[config.mk]
export PLATFORM = sky130hd
export DESIGN_NAME = cordic_vectoring
export DESIGN_NICKNAME = d
export VERILOG_FILES = /design/src/rtl/cordic_pkg.sv /design/src/rtl/cordic_vectoring_stage.sv /design/src/rtl/cordic_vectoring.sv
export SDC_FILE = /design/constraint.sdc
export NUM_CORES = 2
export LEC_CHECK = 0
export ABC_AREA = 1
export BUFFER_PORTS_ARGS = -buffer_cell sky130_fd_sc_hd__buf_2
export CORE_ASPECT_RATIO = 0.7
export CORE_UTILIZATION = 43
export CTS_CLUSTER_SIZE = 24
export DETAILED_ROUTE_END_ITERATION = 8
export PLACE_DENSITY = 0.65
export SYNTH_ARGS = -nofsm -noshare
export SYNTH_HDL_FRONTEND = slang
export SYNTH_SLANG_ARGS = --single-unit
[constraint.sdc]
create_clock -name clk -period 10 [get_ports clk]
set_input_delay 3 -clock clk [delete_from_list [all_inputs] [get_ports clk]]
set_output_delay 3 -clock clk [all_outputs]
set_load 0.01 [all_outputs]
[src/rtl/cordic_pkg.sv]
// Shared CORDIC constants: arctangent table, gain-compensation factor and
// pipeline latency. Used by both cordic_vectoring and cordic_rotation.
package cordic_pkg;

    // atan(2^-i) / (2*pi) * 2^32, i.e. the angle as a fraction of a full turn
    // in 32-bit binary angle units.
    function automatic logic [31:0] atan_full(input int i);
        logic [31:0] v;
        case (i)
            0:  v = 32'd536870912;
            1:  v = 32'd316933406;
            2:  v = 32'd167458907;
            3:  v = 32'd85004756;
            4:  v = 32'd42667331;
            5:  v = 32'd21354465;
            6:  v = 32'd10679838;
            7:  v = 32'd5340245;
            8:  v = 32'd2670163;
            9:  v = 32'd1335087;
            10: v = 32'd667544;
            11: v = 32'd333772;
            12: v = 32'd166886;
            13: v = 32'd83443;
            14: v = 32'd41722;
            15: v = 32'd20861;
            16: v = 32'd10430;
            17: v = 32'd5215;
            18: v = 32'd2608;
            19: v = 32'd1304;
            20: v = 32'd652;
            21: v = 32'd326;
            22: v = 32'd163;
            23: v = 32'd81;
            24: v = 32'd41;
            25: v = 32'd20;
            26: v = 32'd10;
            27: v = 32'd5;
            28: v = 32'd3;
            29: v = 32'd1;
            30: v = 32'd1;
            default: v = 32'd0;
        endcase
        return v;
    endfunction

    // Table entry i reduced to an aw-bit angle, rounded to nearest.
    // The largest entry is 2^29, so the rounding add cannot overflow.
    function automatic logic [31:0] atan_slice(input int i, input int aw);
        return (atan_full(i) + (32'd1 << (31 - aw))) >> (32 - aw);
    endfunction

    // round(2^15 / K_n) with K_n = prod_{i<n} sqrt(1 + 2^-2i).
    // K_n has converged to 15-bit precision from n = 10 onward.
    function automatic int kinv_of(input int n);
        int v;
        case (n)
            1:  v = 23170;
            2:  v = 20724;
            3:  v = 20106;
            4:  v = 19950;
            5:  v = 19911;
            6:  v = 19902;
            7:  v = 19899;
            8:  v = 19899;
            9:  v = 19899;
            default: v = 19898;
        endcase
        return v;
    endfunction

    // Pre-rotation, one register per micro-rotation, optional scaling, output.
    function automatic int latency_of(input int iterations, input int comp);
        return iterations + 2 + ((comp != 0) ? 1 : 0);
    endfunction

endpackage

[src/rtl/cordic_vectoring_stage.sv]
// One vectoring micro-rotation: drives y toward zero by rotating by
// +/-atan(2^-STAGE) and accumulates the applied angle in z. Also carries the
// valid and zero-input flags of the sample one stage forward.
module cordic_vectoring_stage
    import cordic_pkg::*;
#(
    parameter int STAGE = 0,
    parameter int XW    = 18,
    parameter int AW    = 12
) (
    input  logic                 clk_i,
    input  logic                 rst_ni,
    input  logic                 valid_i,
    input  logic                 zero_i,
    input  logic signed [XW-1:0] x_i,
    input  logic signed [XW-1:0] y_i,
    input  logic        [AW-1:0] z_i,
    output logic                 valid_o,
    output logic                 zero_o,
    output logic signed [XW-1:0] x_o,
    output logic signed [XW-1:0] y_o,
    output logic        [AW-1:0] z_o
);

    localparam logic [31:0]   ATAN_WIDE = atan_slice(STAGE, AW);
    localparam logic [AW-1:0] ATAN_I    = ATAN_WIDE[AW-1:0];

    logic signed [XW-1:0] x_sh, y_sh;
    logic signed [XW-1:0] x_d, y_d, x_q, y_q;
    logic        [AW-1:0] z_d, z_q;
    logic                 valid_q, zero_q;

    // Rotation direction follows the sign of y; both updates use stage inputs.
    always_comb begin
        x_sh = x_i >>> STAGE;
        y_sh = y_i >>> STAGE;
        x_d  = x_i;
        y_d  = y_i;
        z_d  = z_i;
        if (!y_i[XW-1]) begin
            x_d = x_i + y_sh;
            y_d = y_i - x_sh;
            z_d = z_i + ATAN_I;
        end else begin
            x_d = x_i - y_sh;
            y_d = y_i + x_sh;
            z_d = z_i - ATAN_I;
        end
    end

    // Stage registers; data loads every cycle, valid qualifies it.
    always_ff @(posedge clk_i) begin
        if (!rst_ni) begin
            x_q     <= '0;
            y_q     <= '0;
            z_q     <= '0;
            valid_q <= 1'b0;
            zero_q  <= 1'b0;
        end else begin
            x_q     <= x_d;
            y_q     <= y_d;
            z_q     <= z_d;
            valid_q <= valid_i;
            zero_q  <= zero_i;
        end
    end

    assign x_o     = x_q;
    assign y_o     = y_q;
    assign z_o     = z_q;
    assign valid_o = valid_q;
    assign zero_o  = zero_q;

endmodule

[src/rtl/cordic_vectoring.sv]
// Pipelined CORDIC vectoring: (xin, yin) -> magnitude and phase, one sample
// per clock, no backpressure.
// Build option: define CORDIC_VECTORING_ROUND_EN to round theta to nearest
// (half up, wrapping at full circle); otherwise theta is truncated.
module cordic_vectoring
    import cordic_pkg::*;
#(
    parameter int ITERATIONS           = 7,
    parameter int DATA_WIDTH           = 16,
    parameter int COMPENSATION_SCALING = 1
) (
    input  logic                         clk,
    input  logic                         rst_n,
    input  logic                         in_valid,
    input  logic signed [DATA_WIDTH-1:0] xin,
    input  logic signed [DATA_WIDTH-1:0] yin,
    output logic                         out_valid,
    output logic signed [DATA_WIDTH+1:0] mag,
    output logic        [ITERATIONS:0]   theta
);

    localparam int XW    = DATA_WIDTH + 2;  // headroom for CORDIC gain
    localparam int AW    = ITERATIONS + 5;  // angle plus 4 guard bits
    localparam int TW    = ITERATIONS + 1;
    localparam int GUARD = AW - TW;
    localparam int KW    = 17;              // KINV < 2^15, kept positive when signed

    localparam logic [AW-1:0] Z_HALF = {1'b1, {(AW-1){1'b0}}};
`ifdef CORDIC_VECTORING_ROUND_EN
    localparam logic [AW-1:0] Z_RND  = AW'(1) << (GUARD - 1);
`else
    localparam logic [AW-1:0] Z_RND  = '0;
`endif

    // ---------------- Stage P: widen and fold left half-plane ----------------
    logic signed [XW-1:0] xin_ext, yin_ext;
    logic signed [XW-1:0] x_p_d, y_p_d, x_p_q, y_p_q;
    logic        [AW-1:0] z_p_d, z_p_q;
    logic                 zero_p_d, zero_p_q, vld_p_q;

    // A vector with x < 0 is turned by half a circle so the micro-rotations,
    // which only converge within +/-99 degrees, always start in the right half.
    always_comb begin
        xin_ext  = {{2{xin[DATA_WIDTH-1]}}, xin};
        yin_ext  = {{2{yin[DATA_WIDTH-1]}}, yin};
        zero_p_d = (xin == '0) && (yin == '0);
        x_p_d    = xin_ext;
        y_p_d    = yin_ext;
        z_p_d    = '0;
        if (xin_ext[XW-1]) begin
            x_p_d = -xin_ext;
            y_p_d = -yin_ext;
            z_p_d = Z_HALF;
        end
    end

    // Pre-rotation register; a valid sampled together with reset is dropped.
    always_ff @(posedge clk) begin
        if (!rst_n) begin
            x_p_q    <= '0;
            y_p_q    <= '0;
            z_p_q    <= '0;
            zero_p_q <= 1'b0;
            vld_p_q  <= 1'b0;
        end else begin
            x_p_q    <= x_p_d;
            y_p_q    <= y_p_d;
            z_p_q    <= z_p_d;
            zero_p_q <= zero_p_d;
            vld_p_q  <= in_valid;
        end
    end

    // ---------------- Micro-rotation chain ----------------
    logic signed [XW-1:0] x_s    [0:ITERATIONS];
    logic signed [XW-1:0] y_s    [0:ITERATIONS];
    logic        [AW-1:0] z_s    [0:ITERATIONS];
    logic                 vld_s  [0:ITERATIONS];
    logic                 zero_s [0:ITERATIONS];

    assign x_s[0]    = x_p_q;
    assign y_s[0]    = y_p_q;
    assign z_s[0]    = z_p_q;
    assign vld_s[0]  = vld_p_q;
    assign zero_s[0] = zero_p_q;

    for (genvar i = 0; i < ITERATIONS; i++) begin : g_stage
        cordic_vectoring_stage #(
            .STAGE (i),
            .XW    (XW),
            .AW    (AW)
        ) u_stage (
            .clk_i   (clk),
            .rst_ni  (rst_n),
            .valid_i (vld_s[i]),
            .zero_i  (zero_s[i]),
            .x_i     (x_s[i]),
            .y_i     (y_s[i]),
            .z_i     (z_s[i]),
            .valid_o (vld_s[i+1]),
            .zero_o  (zero_s[i+1]),
            .x_o     (x_s[i+1]),
            .y_o     (y_s[i+1]),
            .z_o     (z_s[i+1])
        );
    end

    // ---------------- Stage C: optional gain compensation ----------------
    logic signed [XW-1:0] mag_pre;
    logic        [AW-1:0] z_pre;
    logic                 vld_pre, zero_pre;

    if (COMPENSATION_SCALING != 0) begin : g_comp
        localparam logic signed [KW-1:0] KINV = KW'(kinv_of(ITERATIONS));

        logic signed [XW+KW-1:0] prod;
        logic signed [XW-1:0]    mag_c_d, mag_c_q;
        logic        [AW-1:0]    z_c_q;
        logic                    vld_c_q, zero_c_q;

        assign prod    = (XW+KW)'(x_s[ITERATIONS]) * (XW+KW)'(KINV);
        assign mag_c_d = XW'(prod >>> 15);

        // Scaling register; angle and flags ride along unchanged.
        always_ff @(posedge clk) begin
            if (!rst_n) begin
                mag_c_q  <= '0;
                z_c_q    <= '0;
                vld_c_q  <= 1'b0;
                zero_c_q <= 1'b0;
            end else begin
                mag_c_q  <= mag_c_d;
                z_c_q    <= z_s[ITERATIONS];
                vld_c_q  <= vld_s[ITERATIONS];
                zero_c_q <= zero_s[ITERATIONS];
            end
        end

        assign mag_pre  = mag_c_q;
        assign z_pre    = z_c_q;
        assign vld_pre  = vld_c_q;
        assign zero_pre = zero_c_q;
    end else begin : g_raw
        assign mag_pre  = x_s[ITERATIONS];
        assign z_pre    = z_s[ITERATIONS];
        assign vld_pre  = vld_s[ITERATIONS];
        assign zero_pre = zero_s[ITERATIONS];
    end

    // ---------------- Stage O: angle reduction and output ----------------
    logic [AW-1:0] z_rnd;
    logic [TW-1:0] theta_d;

    // Dropping the guard bits; the add wraps modulo full circle by width.
    always_comb begin
        z_rnd   = z_pre + Z_RND;
        theta_d = TW'(z_rnd >> GUARD);
    end

    // Output register; a zero input has no defined phase, so force 0/0.
    always_ff @(posedge clk) begin
        if (!rst_n) begin
            out_valid <= 1'b0;
            mag       <= '0;
            theta     <= '0;
        end else begin
            out_valid <= vld_pre;
            if (zero_pre) begin
                mag   <= '0;
                theta <= '0;
            end else begin
                mag   <= mag_pre;
                theta <= theta_d;
            end
        end
    end

endmodule
==> impl_results.md <==
* Status: finished, final reports clean
* Fin. max-slew vios at 0
* # hold bufs at CTS at 0
* Fmax at roughly 190 MHz
* Dominant synthesized flop cell: dfxtp_1
* Congestion Overflow GR at 0
* Area leader, netlist: dfxtp_1
* Top delay family on crit path: adder cells
* Worst-Margin Slew at 1.10 ns
* Final Cycle Share at 53.3%
* Total CTS buffers at 43
* Max stage delay on crit path at 0.57 ns
* Starting Density at between 40 and 50%
* Chip Height at 244 um
* Crit path DAT at a little under 6 ns
* DR WL/cell at about 16 um
* Post-CTS Setup Bufs at 0
* Synth area leaders: dfxtp_1, ha_1, nand2_1
* Detailed Place HPWL at approximately 83000 um
* Final setup vio count at 0
* Synth Instances at around 5200
* Max Cap Violations at 0
* Worst hold path class: flip-flop to flip-flop
* Die footprint at roughly 0.085 mm^2
* Synth cell types at 52
* Worst-path fanout max at 6
* Commonest non-fill, non-tap cell in the layout: nand2_1
* Final Util at a little under half
* Asr flop ratio synth at 0%
* Post-synth top area share at 21.9%
* Clock sink count at slightly below 400
* Initial antenna violation count at 7
* Synthesis-to-finish area growth at 7.99%
* Vias in the first global route at approximately 30000
* Synthesized cell area at about 0.036 mm^2
* Placed cell areas at roughly 0.037 mm^2
* Initial DRC count at 2904
* Critical-path cell list: ha_1 -> inv_1 -> fa_1 -> inv_1 -> fa_1 -> fa_1 -> fa_1 -> inv_1 -> fa_1 -> inv_1 -> ha_1 -> nand2_1 -> inv_1 -> a21oi_1 -> inv_1 -> a21oi_1 -> nand2_1 -> nand2_1 -> nand3_1 -> nand2_1 -> nor2_1
* RSZ-0062 raised after global routing: false
* NumNets Final at around 6000
* DRC at 0
* Worst R2R Setup Slack at 4.67 ns
* # rows at 88
* IO Port Bufs at 61
* Critical path type: flip-flop to flip-flop
* CP max stage cell: dfxtp_1
* Clock Latency Late Sink at a little over 0.6 ns
* Post-CTS sizing at 0
* Vias at 33500
* Num ports at 62
* Routed Wire Length at about 100000 um
* Core Region at about 0.082 mm^2
* Global-route wire length before repair at roughly 160000 um
* Worst Slack Setup Final at 4.67 ns
* Critical path buffers and inverters at 6
* Synth warn at 0
* ANT nets after route at 0
* CTS tree: yes
* Worst-path clk slew at approximately 0.070 ns
* Commonest non-fill, non-tap cells in the layout: nand2_1, inv_1, nor2_1, a21oi_1, ha_1
* Layout cells sized above 1 at under 10%
* Worst EP required at approximately 11 ns
* DP Worst Slack at between 4 and 5 ns
* Post-synthesis sequential area ratio at ~22%
* Max-slew headroom at roughly a quarter
* Crit path time final at between 5 and 6 ns
* Fin area at between 0.03 and 0.04 mm^2
* Vias per inst at approximately 5.2
* Most common cell on crit path: inv_1
* Die Wd at 347 um
* CTS max path bufs at 3
* Nature of the critical path endpoint: flip-flop
* Root buf cell: clkbuf_16
* #FFs+latches synth at approximately 390
* Avg Cell Area, Syn at 6.84 um^2
* Final Skew at 0.0171 ns
* Final hold vios at 0
* Post-synth EDFFs at 0
* Startpoint types: flip-flop
* GPL Wtd Cong at 0.958
* Largest net degree at the start of global routing at 106
* Setup TNS at 0 ns
* CTS HTree Levels at 2
* DR pass1 iterations at 6
* GRT Overall Usage at a little under a quarter
cell usage after synthesis, types with 4 or more instances:
library cell / instances
xor2_1: 131
dfxtp_1: 393
o2111ai_1: 4
nor4_1: 16
buf_2: 29
nor3_1: 73
o21ai_1: 31
a21o_1: 51
a21oi_2: 7
xnor2_1: 30
nand2_2: 7
or2_2: 20
nand3b_1: 18
and2_1: 14
nor2_1: 556
o21a_1: 38
nor3_2: 6
o21bai_1: 39
nand4_1: 48
nand3_1: 280
or2_1: 4
buf_6: 5
clkbuf_1: 36
a31oi_1: 29
nor2_2: 8
ha_1: 427
a21boi_0: 6
nand2_1: 1029
a21oi_1: 501
o21ai_0: 268
inv_1: 922
o31ai_1: 14
buf_4: 7
inv_2: 7
fa_1: 154
buf_1: 6
worst register-to-register path, stage by stage, from the launching register on:
cell and delay, ns:
dfxtp_1 0.57, ha_1 0.37, inv_1 0.09, fa_1 0.51, inv_1 0.05, fa_1 0.52
fa_1 0.44, fa_1 0.54, inv_1 0.05, fa_1 0.53, inv_1 0.04, ha_1 0.34
nand2_1 0.16, inv_1 0.05, a21oi_1 0.26, inv_1 0.07, a21oi_1 0.12, nand2_1 0.17
nand2_1 0.14, nand3_1 0.08, nand2_1 0.07, nor2_1 0.05
per-stage QoR:
stage | hold slack (ns) | instances
floorplan | 0.390 | 5243
global placement | 0.393 | 6310
detailed placement | 0.397 | 6310
CTS | 0.407 | 6385
global route | 0.419 | 6389
finish | 0.404 | 6389
final timing paths:
check	cells after the start	from	endpoint
max	21	g_stage[6].u_stage.x_o[10]	g_comp.mag_c_q[17]
min	2	g_stage[0].u_stage.zero_o	g_stage[1].u_stage.zero_o
max reg2reg	21	g_stage[6].u_stage.x_o[10]	g_comp.mag_c_q[17]
min reg2reg	2	g_stage[0].u_stage.zero_o	g_stage[1].u_stage.zero_o
cells by family (layout without fill, tap and decap cells):
kind of cell | after synthesis | after routing | synth area share [%]
AND/OR/NAND/NOR | 2089 | 2089 | 24.3
flip-flops | 393 | 393 | 21.9
AO/OA/AOI/OAI | 1001 | 1001 | 15.3
XOR/XNOR | 161 | 161 | 3.93
other | 1 | 6 | 0.0105
adder cells (fa/ha/maj) | 581 | 581 | 23.5
buffers and inverters | 1016 | 1078 | 10.9
layout make-up:
| class | count | area (um^2) |
|---|---|---|
| clock buffers | 51 | 1160 |
| diodes | 4 | 10.0 |
| well taps | 1080 | 1350 |
| multi-input cells | 3834 | 24100 |
| flip-flops and latches | 393 | 7870 |
| repair buffers | 70 | 382 |
| clock inverters | 24 | 373 |
| fillers | 8426 | 43700 |
| inverters | 933 | 3510 |
sequential cells by signal, indices dropped and copies added (netlist names), 7 cells and up:
| signal | flops |
|---|---|
| g_stage.u_stage.x_o | 126 |
| g_stage.u_stage.y_o | 101 |
| g_stage.u_stage.z_o | 58 |
| g_comp.mag_c_q | 18 |
| mag | 18 |
| x_p_q | 18 |
| y_p_q | 18 |
| g_comp.z_c_q | 8 |
| theta | 8 |
| g_stage.u_stage.valid_o | 7 |
| g_stage.u_stage.zero_o | 7 |
layer usage:
metal	global-route usage, %	vias to the layer above	part of all wire (%)
met5	0	-	0.043
met2	31.3	1068	37
met1	37.9	15300	52
met3	5.67	109	9.1
li1	-	16900	-
met4	4.63	6	1.5
Power is not shown: default switching activity piles up to over one toggle a cycle in this logic, so the estimate is an artifact.
